## src/rtl/game_state_controller.sv

```systemverilog
// Top-level hole-in-the-wall sequencer: game state, wall depth/selection, lives and score.
// Advances once per video frame, using the hcount/vcount raster as its timebase.
module game_state_controller #(
    parameter int unsigned ACTIVE_H_PIXELS     = 1280,
    parameter int unsigned ACTIVE_LINES        = 720,
    parameter int unsigned MAX_WALL_DEPTH      = 75,
    parameter int unsigned GOAL_DEPTH_DELTA    = 10,
    parameter int unsigned FRAMES_PER_STEP     = 2,
    parameter int unsigned COLLISION_THRESHOLD = 64,
    parameter int unsigned RESULT_FRAMES       = 90,
    parameter int unsigned NUM_LIVES           = 3,
    parameter int unsigned NUM_WALLS           = 8
) (
    input  logic        clk_in,
    input  logic        rst_in,
    input  logic [10:0] hcount_in,
    input  logic [9:0]  vcount_in,
    input  logic        start_in,
    input  logic        is_collision_in,
    input  logic [7:0]  player_depth_in,
    output logic [2:0]  game_state_out,
    output logic [7:0]  wall_depth_out,
    output logic [3:0]  wall_index_out,
    output logic [1:0]  lives_out,
    output logic [7:0]  score_out,
    output logic        last_pass_out
);

    typedef enum logic [2:0] {
        StGameOver = 3'd0,
        StIdle     = 3'd1,
        StApproach = 3'd2,
        StResult   = 3'd3
    } state_e;

    localparam logic [10:0] HActive    = 11'(ACTIVE_H_PIXELS);
    localparam logic [9:0]  VActive    = 10'(ACTIVE_LINES);
    localparam logic [7:0]  MaxDepth   = 8'(MAX_WALL_DEPTH);
    localparam logic [8:0]  Delta      = 9'(GOAL_DEPTH_DELTA);
    localparam logic [15:0] StepLast   = 16'(FRAMES_PER_STEP - 1);
    localparam logic [15:0] Threshold  = 16'(COLLISION_THRESHOLD);
    localparam logic [15:0] ResultLast = 16'(RESULT_FRAMES - 1);
    localparam logic [1:0]  Lives      = 2'(NUM_LIVES);
    localparam logic [3:0]  WallLast   = 4'(NUM_WALLS - 1);

    state_e      state_q, state_d;
    logic [7:0]  depth_q, depth_d;
    logic [3:0]  index_q, index_d;
    logic [1:0]  lives_q, lives_d;
    logic [7:0]  score_q, score_d;
    logic        pass_q, pass_d;
    logic [15:0] coll_cnt_q, coll_cnt_d;
    logic [15:0] step_q, step_d;
    logic [15:0] frame_q, frame_d;
    logic        win_q, win_d;
    logic        tick_cond_q;
    logic        start_q;

    logic tick_cond;
    logic frame_tick;
    logic start_edge;
    logic count_pixel;
    logic win_now;
    logic hit;

    always_comb begin
        tick_cond   = (hcount_in == 11'd0) && (vcount_in == VActive);
        frame_tick  = tick_cond && !tick_cond_q;
        start_edge  = start_in && !start_q;
        count_pixel = is_collision_in && (hcount_in < HActive) && (vcount_in < VActive) &&
                      (state_q == StApproach) && win_q;
        // 9-bit compare so depth+delta cannot wrap
        win_now     = ({1'b0, depth_q} <= ({1'b0, player_depth_in} + Delta)) &&
                      (({1'b0, depth_q} + Delta) >= {1'b0, player_depth_in});
        hit         = win_q && (coll_cnt_q >= Threshold);
    end

    // State register
    always_ff @(posedge clk_in or negedge rst_in) begin
        if (!rst_in) begin
            state_q     <= StIdle;
            depth_q     <= MaxDepth;
            index_q     <= 4'd0;
            lives_q     <= Lives;
            score_q     <= 8'd0;
            pass_q      <= 1'b0;
            coll_cnt_q  <= 16'd0;
            step_q      <= 16'd0;
            frame_q     <= 16'd0;
            win_q       <= 1'b0;
            tick_cond_q <= 1'b0;
            start_q     <= 1'b0;
        end else begin
            state_q     <= state_d;
            depth_q     <= depth_d;
            index_q     <= index_d;
            lives_q     <= lives_d;
            score_q     <= score_d;
            pass_q      <= pass_d;
            coll_cnt_q  <= coll_cnt_d;
            step_q      <= step_d;
            frame_q     <= frame_d;
            win_q       <= win_d;
            tick_cond_q <= tick_cond;
            start_q     <= start_in;
        end
    end

    // Next-state logic
    always_comb begin
        state_d    = state_q;
        depth_d    = depth_q;
        index_d    = index_q;
        lives_d    = lives_q;
        score_d    = score_q;
        pass_d     = pass_q;
        coll_cnt_d = coll_cnt_q;
        step_d     = step_q;
        frame_d    = frame_q;
        win_d      = win_q;

        // The tick decision below reads the pre-tick count and win
        if (frame_tick) begin
            win_d      = win_now;
            coll_cnt_d = 16'd0;
        end else if (count_pixel && (coll_cnt_q != 16'hFFFF)) begin
            coll_cnt_d = coll_cnt_q + 16'd1;
        end

        unique case (state_q)
            StIdle: begin
                if (start_edge) begin
                    state_d    = StApproach;
                    lives_d    = Lives;
                    score_d    = 8'd0;
                    index_d    = 4'd0;
                    depth_d    = MaxDepth;
                    step_d     = 16'd0;
                    coll_cnt_d = 16'd0;
                    win_d      = 1'b0;
                end
            end
            StApproach: begin
                if (frame_tick) begin
                    if (hit) begin
                        if (lives_q != 2'd0) begin
                            lives_d = lives_q - 2'd1;
                        end
                        pass_d  = 1'b0;
                        frame_d = 16'd0;
                        state_d = StResult;
                    end else if (depth_q == 8'd0) begin
                        if (score_q != 8'hFF) begin
                            score_d = score_q + 8'd1;
                        end
                        pass_d  = 1'b1;
                        frame_d = 16'd0;
                        state_d = StResult;
                    end else if (step_q == StepLast) begin
                        step_d  = 16'd0;
                        depth_d = depth_q - 8'd1;
                    end else begin
                        step_d = step_q + 16'd1;
                    end
                end
            end
            StResult: begin
                if (frame_tick) begin
                    if (frame_q == ResultLast) begin
                        frame_d = 16'd0;
                        if (lives_q == 2'd0) begin
                            state_d = StGameOver;
                        end else begin
                            index_d    = (index_q == WallLast) ? 4'd0 : index_q + 4'd1;
                            depth_d    = MaxDepth;
                            step_d     = 16'd0;
                            coll_cnt_d = 16'd0;
                            state_d    = StApproach;
                        end
                    end else begin
                        frame_d = frame_q + 16'd1;
                    end
                end
            end
            StGameOver: begin
                if (start_edge) begin
                    state_d = StIdle;
                end
            end
            default: state_d = StIdle;
        endcase
    end

    // Outputs
    always_comb begin
        game_state_out = state_q;
        wall_depth_out = depth_q;
        wall_index_out = index_q;
        lives_out      = lives_q;
        score_out      = score_q;
        last_pass_out  = pass_q;
    end

endmodule

```

## config.mk

```make
export PLATFORM = sky130hd
export DESIGN_NAME = game_state_controller
export DESIGN_NICKNAME = d
export VERILOG_FILES = /design/src/rtl/game_state_controller.sv
export SDC_FILE = /design/constraint.sdc
export NUM_CORES = 1
export LEC_CHECK = 0
export BUFFER_PORTS_ARGS = -buffer_cell sky130_fd_sc_hd__buf_2
export CORE_UTILIZATION = 50
export CTS_CLUSTER_DIAMETER = 80
export DETAILED_ROUTE_END_ITERATION = 8
export PLACE_DENSITY = 0.72
export SLEW_MARGIN = 40
export SYNTH_ARGS = -nofsm -noshare
export SYNTH_HDL_FRONTEND = slang
export SYNTH_SLANG_ARGS = --single-unit
```

## constraint.sdc

```tcl
create_clock -name clk_in -period 2.9 [get_ports clk_in]
set_input_delay 0.29 -clock clk_in [delete_from_list [all_inputs] [get_ports clk_in]]
set_output_delay 0.29 -clock clk_in [all_outputs]
set_load 0.005 [all_outputs]
```

==> results of run 1 <==
[metal layers]
metal  wire, microns  vias up  global-route usage [%]
met4             155        0                    7.47
met1            5260     2135                    30.2
li1                -     2162                       -
met3             532       19                    5.11
met2            5540      127                    40.1
met5               0        -                       0
[Yosys cell counts (all sizes together), types with 2 or more instances]
cell type,n
a21oi,21
a31oi,9
a41o,2
and2,7
and3,18
and4,3
and4b,2
buf,5
clkbuf,16
dfrtp,69
dfstp,7
ha,30
inv,26
mux2,2
mux2i,4
nand2,46
nand2b,11
nand3,32
nand4,18
nor2,53
nor2b,5
nor3,11
nor3b,2
nor4,11
nor4b,2
o2111ai,2
o211ai,5
o21ai,67
o31ai,18
o41ai,4
or2,5
or3,7
or4,4
xnor2,18
xor2,8
[power by group]
part	total [mW]	internal, mW	leakage [nW]	switching [mW]
combinational	0.676	0.302	1.40	0.374
sequential	1.25	1.14	1.03	0.113
clock	0.837	0.425	0.0999	0.412
total	2.77	1.87	2.53	0.899
[final timing paths]
check                                from             end  slack [ns]  cells after the start
setup reg to reg           coll_cnt_q[13]      step_q[14]        0.26                      6
setup / recovery           coll_cnt_q[13]      step_q[14]        0.26                      6
hold reg to reg               frame_q[15]     frame_q[15]        0.51                      1
min in group asynchronous          rst_in      frame_q[4]        0.52                      2
hold / removal                   start_in         start_q        0.10                      1
max in group asynchronous          rst_in  coll_cnt_q[14]        1.88                      2
[cell type report]
| type | count | area (sq um) |
|---|---|---|
| well taps | 129 | 161 |
| fillers | 855 | 3810 |
| repair buffers | 68 | 377 |
| multi-input cells | 440 | 2820 |
| inverters | 26 | 97.6 |
| flip-flops and latches | 76 | 1910 |
| clock inverters | 5 | 60.1 |
| clock buffers | 11 | 141 |
[state kept, by name (all words and copies together), names as in the netlist]
register / cells
tick_cond_q: 1
lives_out: 2
game_state_out: 2
score_out: 8
last_pass_out: 1
step_q: 16
start_q: 1
win_q: 1
frame_q: 16
coll_cnt_q: 16
wall_depth_out: 8
wall_index_out: 4
[cell families (layout without fill, tap and decap cells)]
family | after synthesis | after routing | synth area share, %
simple gates | 240 | 240 | 25.9
compound gates | 137 | 137 | 17.6
flops | 76 | 76 | 38.9
buf+inv | 47 | 110 | 4.02
fa+ha+maj | 30 | 30 | 7.64
xor+xnor | 26 | 26 | 4.63
mux | 6 | 6 | 1.27
other cells | 1 | 1 | 0.0763
[worst reg2reg max path, stage by stage (launching register included)]
cell and delay, ns:
sky130_fd_sc_hd__dfrtp_1 0.43, sky130_fd_sc_hd__or4_4 0.56, sky130_fd_sc_hd__o41a_4 0.49, sky130_fd_sc_hd__nand2_4 0.11, sky130_fd_sc_hd__nand3_4 0.18, sky130_fd_sc_hd__or2_2 0.49
sky130_fd_sc_hd__o31ai_1 0.28
[metrics by stage]
| step | area (sq um) | power [mW] | hold slack (ns) | setup WS (ns) |
|---|---|---|---|---|
| 3_3_place_gp | 5350 | 1.91 | 0.457 | 0.321 |
| 3_5_place_dp | 5350 | 1.94 | 0.363 | 0.241 |
| 4_1_cts | 5570 | 2.78 | 0.0804 | 0.209 |
| 5_1_grt | 5570 | 2.93 | 0.0772 | 0.0545 |
| 2_1_floorplan | 4910 | 1.68 | -0.00559 | 0.496 |
| 6_report | 5570 | 2.77 | 0.100 | 0.260 |
[timing repair]
| action | in CTS | in global routing |
|---|---|---|
| buffers inserted | 0 | 0 |
| setup endpoints to repair | 0 | 1 |
| hold buffers | 1 | 0 |
| resized for setup | 0 | 1 |
| hold endpoints to repair | 61 | 0 |
==> results.md, run 1 <==
* Outcome: finished clean
* Number of enable-type register cells in the synthesized netlist at 0
* Peak supply drop at ~0.38 mV
* Most instantiated flip-flop cell in the synthesis netlist: sky130_fd_sc_hd__dfrtp_1
* Number of warning messages in the yosys log at 0
* Final Hold Violating Endpoints at 0
* Number of maximum-capacitance constraint violations at 0
* Post-Route Skew at 0.0132 ns
* Cell area after synthesis at 0.00491 sq mm
* CP max stage cell: sky130_fd_sc_hd__or4_4
* Delay-heaviest family, CP: simple AND/OR/NAND/NOR gates
* Critical path class: reg2reg
* Count of final max-slew check failures at 0
* Pin slew with the least headroom to its limit at 0.843 ns
* Per-instance average area after synthesis at 8.73 sq um
* Drt total wl at 11500 microns
* Number of routed nets with antenna violations at 0
* Detailed placement HPWL at between 8000 and 9000 microns
* Antenna violations before repair at 0
* Net total in the final layout at 684
* Clock-pin slew of the registers on the worst-case setup and hold paths at 0.08 ns
* Die ar. at 0.0102 sq mm
* Number of buffer cells added on primary ports at 57
* Number of placement rows at 35
* Routability-driven placement congestion ratio at roughly 0.86
* Iter 0 DRT Violations at about 200
* Final core utilization at 59.4%
* Standard cell core area at 0.00937 sq mm
* Buffer levels on the longest clock path at 2
* Crit path largest cell delay at 0.56 ns
* Clock Latency Late Sink at 0.36 ns
* Wirelength per Cell at 15.2 microns
* Post-route fraction of the period consumed by the critical path at about nine tenths
* Clock tree from TritonCTS: built
* Max-slew headroom at between 40% and 50%
* Startpoint types: flop
* Share of synthesized area occupied by flip-flops and latches at about 39%
* Maximum fanout encountered on the critical timing path at 19
* Async set-or-reset flop fraction in the synthesized netlist at 100%
* IO Count at 59
* Number of library cell types mapped by synthesis at between 50 and 60
* Largest net degree at the start of global routing at 77
* Net Count, Synth at 626
* Fraction of final layout cells with drive strength greater than 1 at 17.3%
* CTS sink count at 76
* Vias after detailed routing at 4443
* Initial core utilization at 52.4%
* Leakage power of the design at 2.53 nW
* Vias per inst at 5.88
* DRT Pass-1 Iters at 5
* Global-route wire length before repair at 19300 microns
* Most used cells in the layout excluding fill and tap cells: 69 x sky130_fd_sc_hd__dfrtp_1, 56 x sky130_fd_sc_hd__buf_2, 54 x sky130_fd_sc_hd__o21ai_0
* Largest area contributor in the netlist: sky130_fd_sc_hd__dfrtp_1
* Die width at 101 microns
* Count of placed standard cells including taps at 738
* Main area contributors after synthesis: sky130_fd_sc_hd__dfrtp_1 35%, sky130_fd_sc_hd__ha_1 7.6%, sky130_fd_sc_hd__o21ai_0 5.5%, sky130_fd_sc_hd__nor2_1 4.0%, sky130_fd_sc_hd__dfstp_2 3.7%
* Minimum clock period at 2.64 ns
* Vias in the first global route at 4213
* Post-synthesis to final-layout area growth at 13.3%
* Path category of the worst min-delay check: in2reg
* Arrival time of the worst setup path at 2.89 ns
* Height of the die at 101 microns
* Post-synthesis instance total at around 560
* Setup-failing EPs final at 0
* TritonCTS buffer count at 9
* Maximum level of the CTS H-tree at 3
* Total negative slack for setup checks at 0 ns
* Total routing usage reported by global routing at 23.6%
* Number of buffers and inverters on the critical path at 0
* Unrepaired setup endpoints after global routing: no
* Total gr overflow at 0
* Drt drc at 0
* Critical path cell sequence: or4_4 -> o41a_4 -> nand2_4 -> nand3_4 -> or2_2 -> o31ai_1
* FF+latch count, synth at 76
* Leading cell type in the layout, fill and taps excluded: sky130_fd_sc_hd__dfrtp_1
* Pwr per Cell Area at 497 mW/mm^2
* Buffer type at the clock tree root: sky130_fd_sc_hd__clkbuf_8
* Maximum operating frequency at 0.379 GHz
* Required time worst endpoint at ~3.2 ns
* Antenna cells at 0
* Final Non-Filler Cells at 755
* Critical path capture point type: flop
* Area share of the largest cell type after synthesis at 35.1%
No activity file was read; power rests on OpenSTA's default activity.
==> run 2: changes to the inputs <==
--- a/config.mk
+++ b/config.mk
@@ -5,11 +5,12 @@
 export SDC_FILE = /design/constraint.sdc
 export NUM_CORES = 1
 export LEC_CHECK = 0
+export ABC_AREA = 0
 export BUFFER_PORTS_ARGS = -buffer_cell sky130_fd_sc_hd__buf_2
-export CORE_UTILIZATION = 50
+export CORE_UTILIZATION = 45
 export CTS_CLUSTER_DIAMETER = 80
 export DETAILED_ROUTE_END_ITERATION = 8
-export PLACE_DENSITY = 0.72
+export PLACE_DENSITY = 0.61
 export SLEW_MARGIN = 40
 export SYNTH_ARGS = -nofsm -noshare
 export SYNTH_HDL_FRONTEND = slang
==> run 2 against run 1 <==
  * Global-route usage down 1.7 points
  * Clock skew up 0.00095 ns
  * Utilization down 6.1 points
  * Via count down 2.8%
  * Clock power up 6.7%
  * Non-clock buffer count down 1
  * Sequential power about the same
  * Sequential share of layout area down 0.054 points
  * Power up 1.1%
  * Routed wire length down 0.68%
==> results.md, run 2 (synthesis gave the netlist of run 1 again) <==
* Resized Gates After CTS at 0 (unchanged)
* Critical path class: reg2reg (unchanged)
* Number of buffer cells added on primary ports at 57 (unchanged)
* Maximum fanout encountered on the critical timing path at 19 (unchanged)
* TritonCTS buffer count at 9 (unchanged)
* Setup-failing EPs final at 0 (unchanged)
* Number of buffers inserted by post-CTS setup repair at 0 (unchanged)
* Startpoint types: flop (unchanged)
* Global-route wire length before repair at 19900 microns (was 19300 microns)
* Arrival time of the worst setup path at 2.94 ns (was 2.89 ns)
* CTS sink count at 76 (unchanged)
* Total area of multi-input combinational cells at 0.00282 sq mm (unchanged)
* Initial core utilization at 47.0% (was 52.4%)
* Number of routed nets with antenna violations at 0 (unchanged)
* Antenna violations before repair at 0 (unchanged)
* Total routing usage reported by global routing at 21.9% (was 23.6%)
* Post-route fraction of the period consumed by the critical path at 92.3% (was 91.0%)
* Largest registers: coll_cnt_q: 16 flops, frame_q: 16 flops, step_q: 16 flops (unchanged)
* Clk pwr share at 31.9% (was 30.3%)
* Unrepaired setup endpoints after global routing: no (unchanged)
* Vias after detailed routing at 4319 (was 4443)
* Outcome: finished clean (unchanged)
* Antenna cells at 0 (unchanged)
* Post-synthesis to final-layout area growth at 13.4% (was 13.3%)
* IO Count at 59 (unchanged)
* Clock tree from TritonCTS: built (unchanged)
* Maximum operating frequency at 0.374 GHz (was 0.379 GHz)
* Number of placement rows at 37 (was 35)
* Final Non-Filler Cells at 761 (was 755)
* Buffer levels on the longest clock path at 2 (unchanged)
* Pwr per Cell Area at 502 mW/mm^2 (was 497 mW/mm^2)
* Clock-pin slew of the registers on the worst-case setup and hold paths at 0.08 ns (about the same)
* Net total in the final layout at 683 (was 684)
* Total negative slack for setup checks at 0 ns (unchanged)
* Path category of the worst min-delay check: in2reg (unchanged)
* Wirelength per Cell at 15.0 microns (was 15.2 microns)
* Peak supply drop at 0.199 mV (was 0.379 mV)
* Count of final max-slew check failures at 0 (unchanged)
* Minimum clock period at 2.68 ns (was 2.64 ns)
* Buffer type at the clock tree root: sky130_fd_sc_hd__clkbuf_8 (unchanged)
* Combinational cell fraction of total power at 22.8% (was 24.4%)
* Detailed placement HPWL at 8100 microns (was 8350 microns)
* Fraction of final layout cells with drive strength greater than 1 at 16.6% (was 17.3%)
* Relative contribution of sequential cells to total power at 45.3% (about the same)
* Vias in the first global route at 4185 (was 4213)
* Most used cells in the layout excluding fill and tap cells: 69 x sky130_fd_sc_hd__dfrtp_1, 56 x sky130_fd_sc_hd__buf_2, 54 x sky130_fd_sc_hd__o21ai_0 (unchanged)
* Max-slew headroom at 52.8% (was 43.3%)
* Leakage power of the design at 2.53 nW (about the same)
* Switching power at 0.879 mW (was 0.899 mW)
* Maximum level of the CTS H-tree at 3 (unchanged)
* Post-Route Skew at 0.0142 ns (was 0.0132 ns)
* Leading cell type in the layout, fill and taps excluded: sky130_fd_sc_hd__dfrtp_1 (unchanged)
* Largest net degree at the start of global routing at 77 (unchanged)
* Sequential cell area at 0.00191 sq mm (unchanged)
* Pin slew with the least headroom to its limit at 0.708 ns (was 0.843 ns)
* Drt drc at 0 (unchanged)
* Share of total power consumed by net switching at 31.4% (was 32.5%)
* Final Hold Violating Endpoints at 0 (unchanged)
* Drt total wl at 11400 microns (was 11500 microns)
* Die width at 106 microns (was 101 microns)
* Minimum hold slack at 0.0972 ns (was 0.100 ns)
* Height of the die at 106 microns (was 101 microns)
* Routability-driven placement congestion ratio at 0.834 (was 0.857)
* Standard cell core area at 0.0105 sq mm (was 0.00937 sq mm)
* Critical path capture point type: flop (unchanged)
* Final-layout fill cell count at 992 (was 855)
* Design internal power at 1.92 mW (was 1.87 mW)
* Required time worst endpoint at 3.17 ns (was 3.15 ns)
* Iter 0 DRT Violations at 244 (was 205)
* DRT Pass-1 Iters at 5 (unchanged)
* Number of maximum-capacitance constraint violations at 0 (unchanged)
* Count of placed standard cells including taps at 744 (was 738)
* Die ar. at 0.0113 sq mm (was 0.0102 sq mm)
* Total design power at 2.80 mW (was 2.77 mW)
* Total gr overflow at 0 (unchanged)
* Vias per inst at 5.68 (was 5.88)
* Clock Latency Late Sink at 0.36 ns (about the same)
-- run 2: power groups by stage --
stage	Combinational [mW]	Clock, mW	Sequential [mW]
after floorplan	0.441	0	1.24
after CTS	0.645	0.910	1.27
after global routing	0.733	0.965	1.29
after global placement	0.628	0	1.28
after detailed placement	0.640	0	1.28
final	0.638	0.893	1.27
-- run 2: path summary, 6_finish.rpt --
| path | slack (ns) | startpoint | endpoint | cells after the start |
|---|---|---|---|---|
| max in group asynchronous | 1.89 | rst_in | frame_q[10] | 2 |
| hold / removal | 0.1 | start_in | start_q | 1 |
| hold reg to reg | 0.50 | step_q[15] | step_q[15] | 1 |
| setup / recovery | 0.22 | coll_cnt_q[13] | step_q[3] | 6 |
| setup reg to reg | 0.22 | coll_cnt_q[13] | step_q[3] | 6 |
| min in group asynchronous | 0.51 | rst_in | frame_q[4] | 2 |
-- run 2: critical path: stages, from the launching register on --
cell,delay [ns]
sky130_fd_sc_hd__dfrtp_1,0.43
sky130_fd_sc_hd__or4_4,0.56
sky130_fd_sc_hd__o41a_4,0.48
sky130_fd_sc_hd__nand2_4,0.10
sky130_fd_sc_hd__nand3_4,0.19
sky130_fd_sc_hd__or2_1,0.49
sky130_fd_sc_hd__o31ai_1,0.32
-- run 2: area by class of cell --
type | instances | share of cell area, %
clock buffers | 12 | 2.42
clock inverters | 4 | 1.32
inverters | 26 | 1.75
multi-input cells | 440 | 50.5
flip-flops and latches | 76 | 34.3
well taps | 136 | 3.05
repair buffers | 67 | 6.62
-- run 2: per-stage QoR --
stage	instance area, sq um	worst slack (ns)	util [%]
finish	5570	0.224	53.3
global route	5570	0.00969	53.3
CTS	5570	0.210	53.3
detailed placement	5360	0.200	51.2
global placement	5350	0.290	51.1
floorplan	4910	0.496	-
-- run 2: layer usage --
metal  up-vias  global-route usage (%)  part of all wire [%]
met5         -                       0                     0
met4         0                    8.02                   1.2
met3        11                    3.68                   4.1
met2        81                    34.6                    46
met1      2073                    30.1                    48
li1       2154                       -                     -
-- run 2: timing repair --
action	4_1_cts	5_1_grt
hold buffers	1	0
endpoints found under the hold margin	43	0
endpoints found under the setup margin	0	0
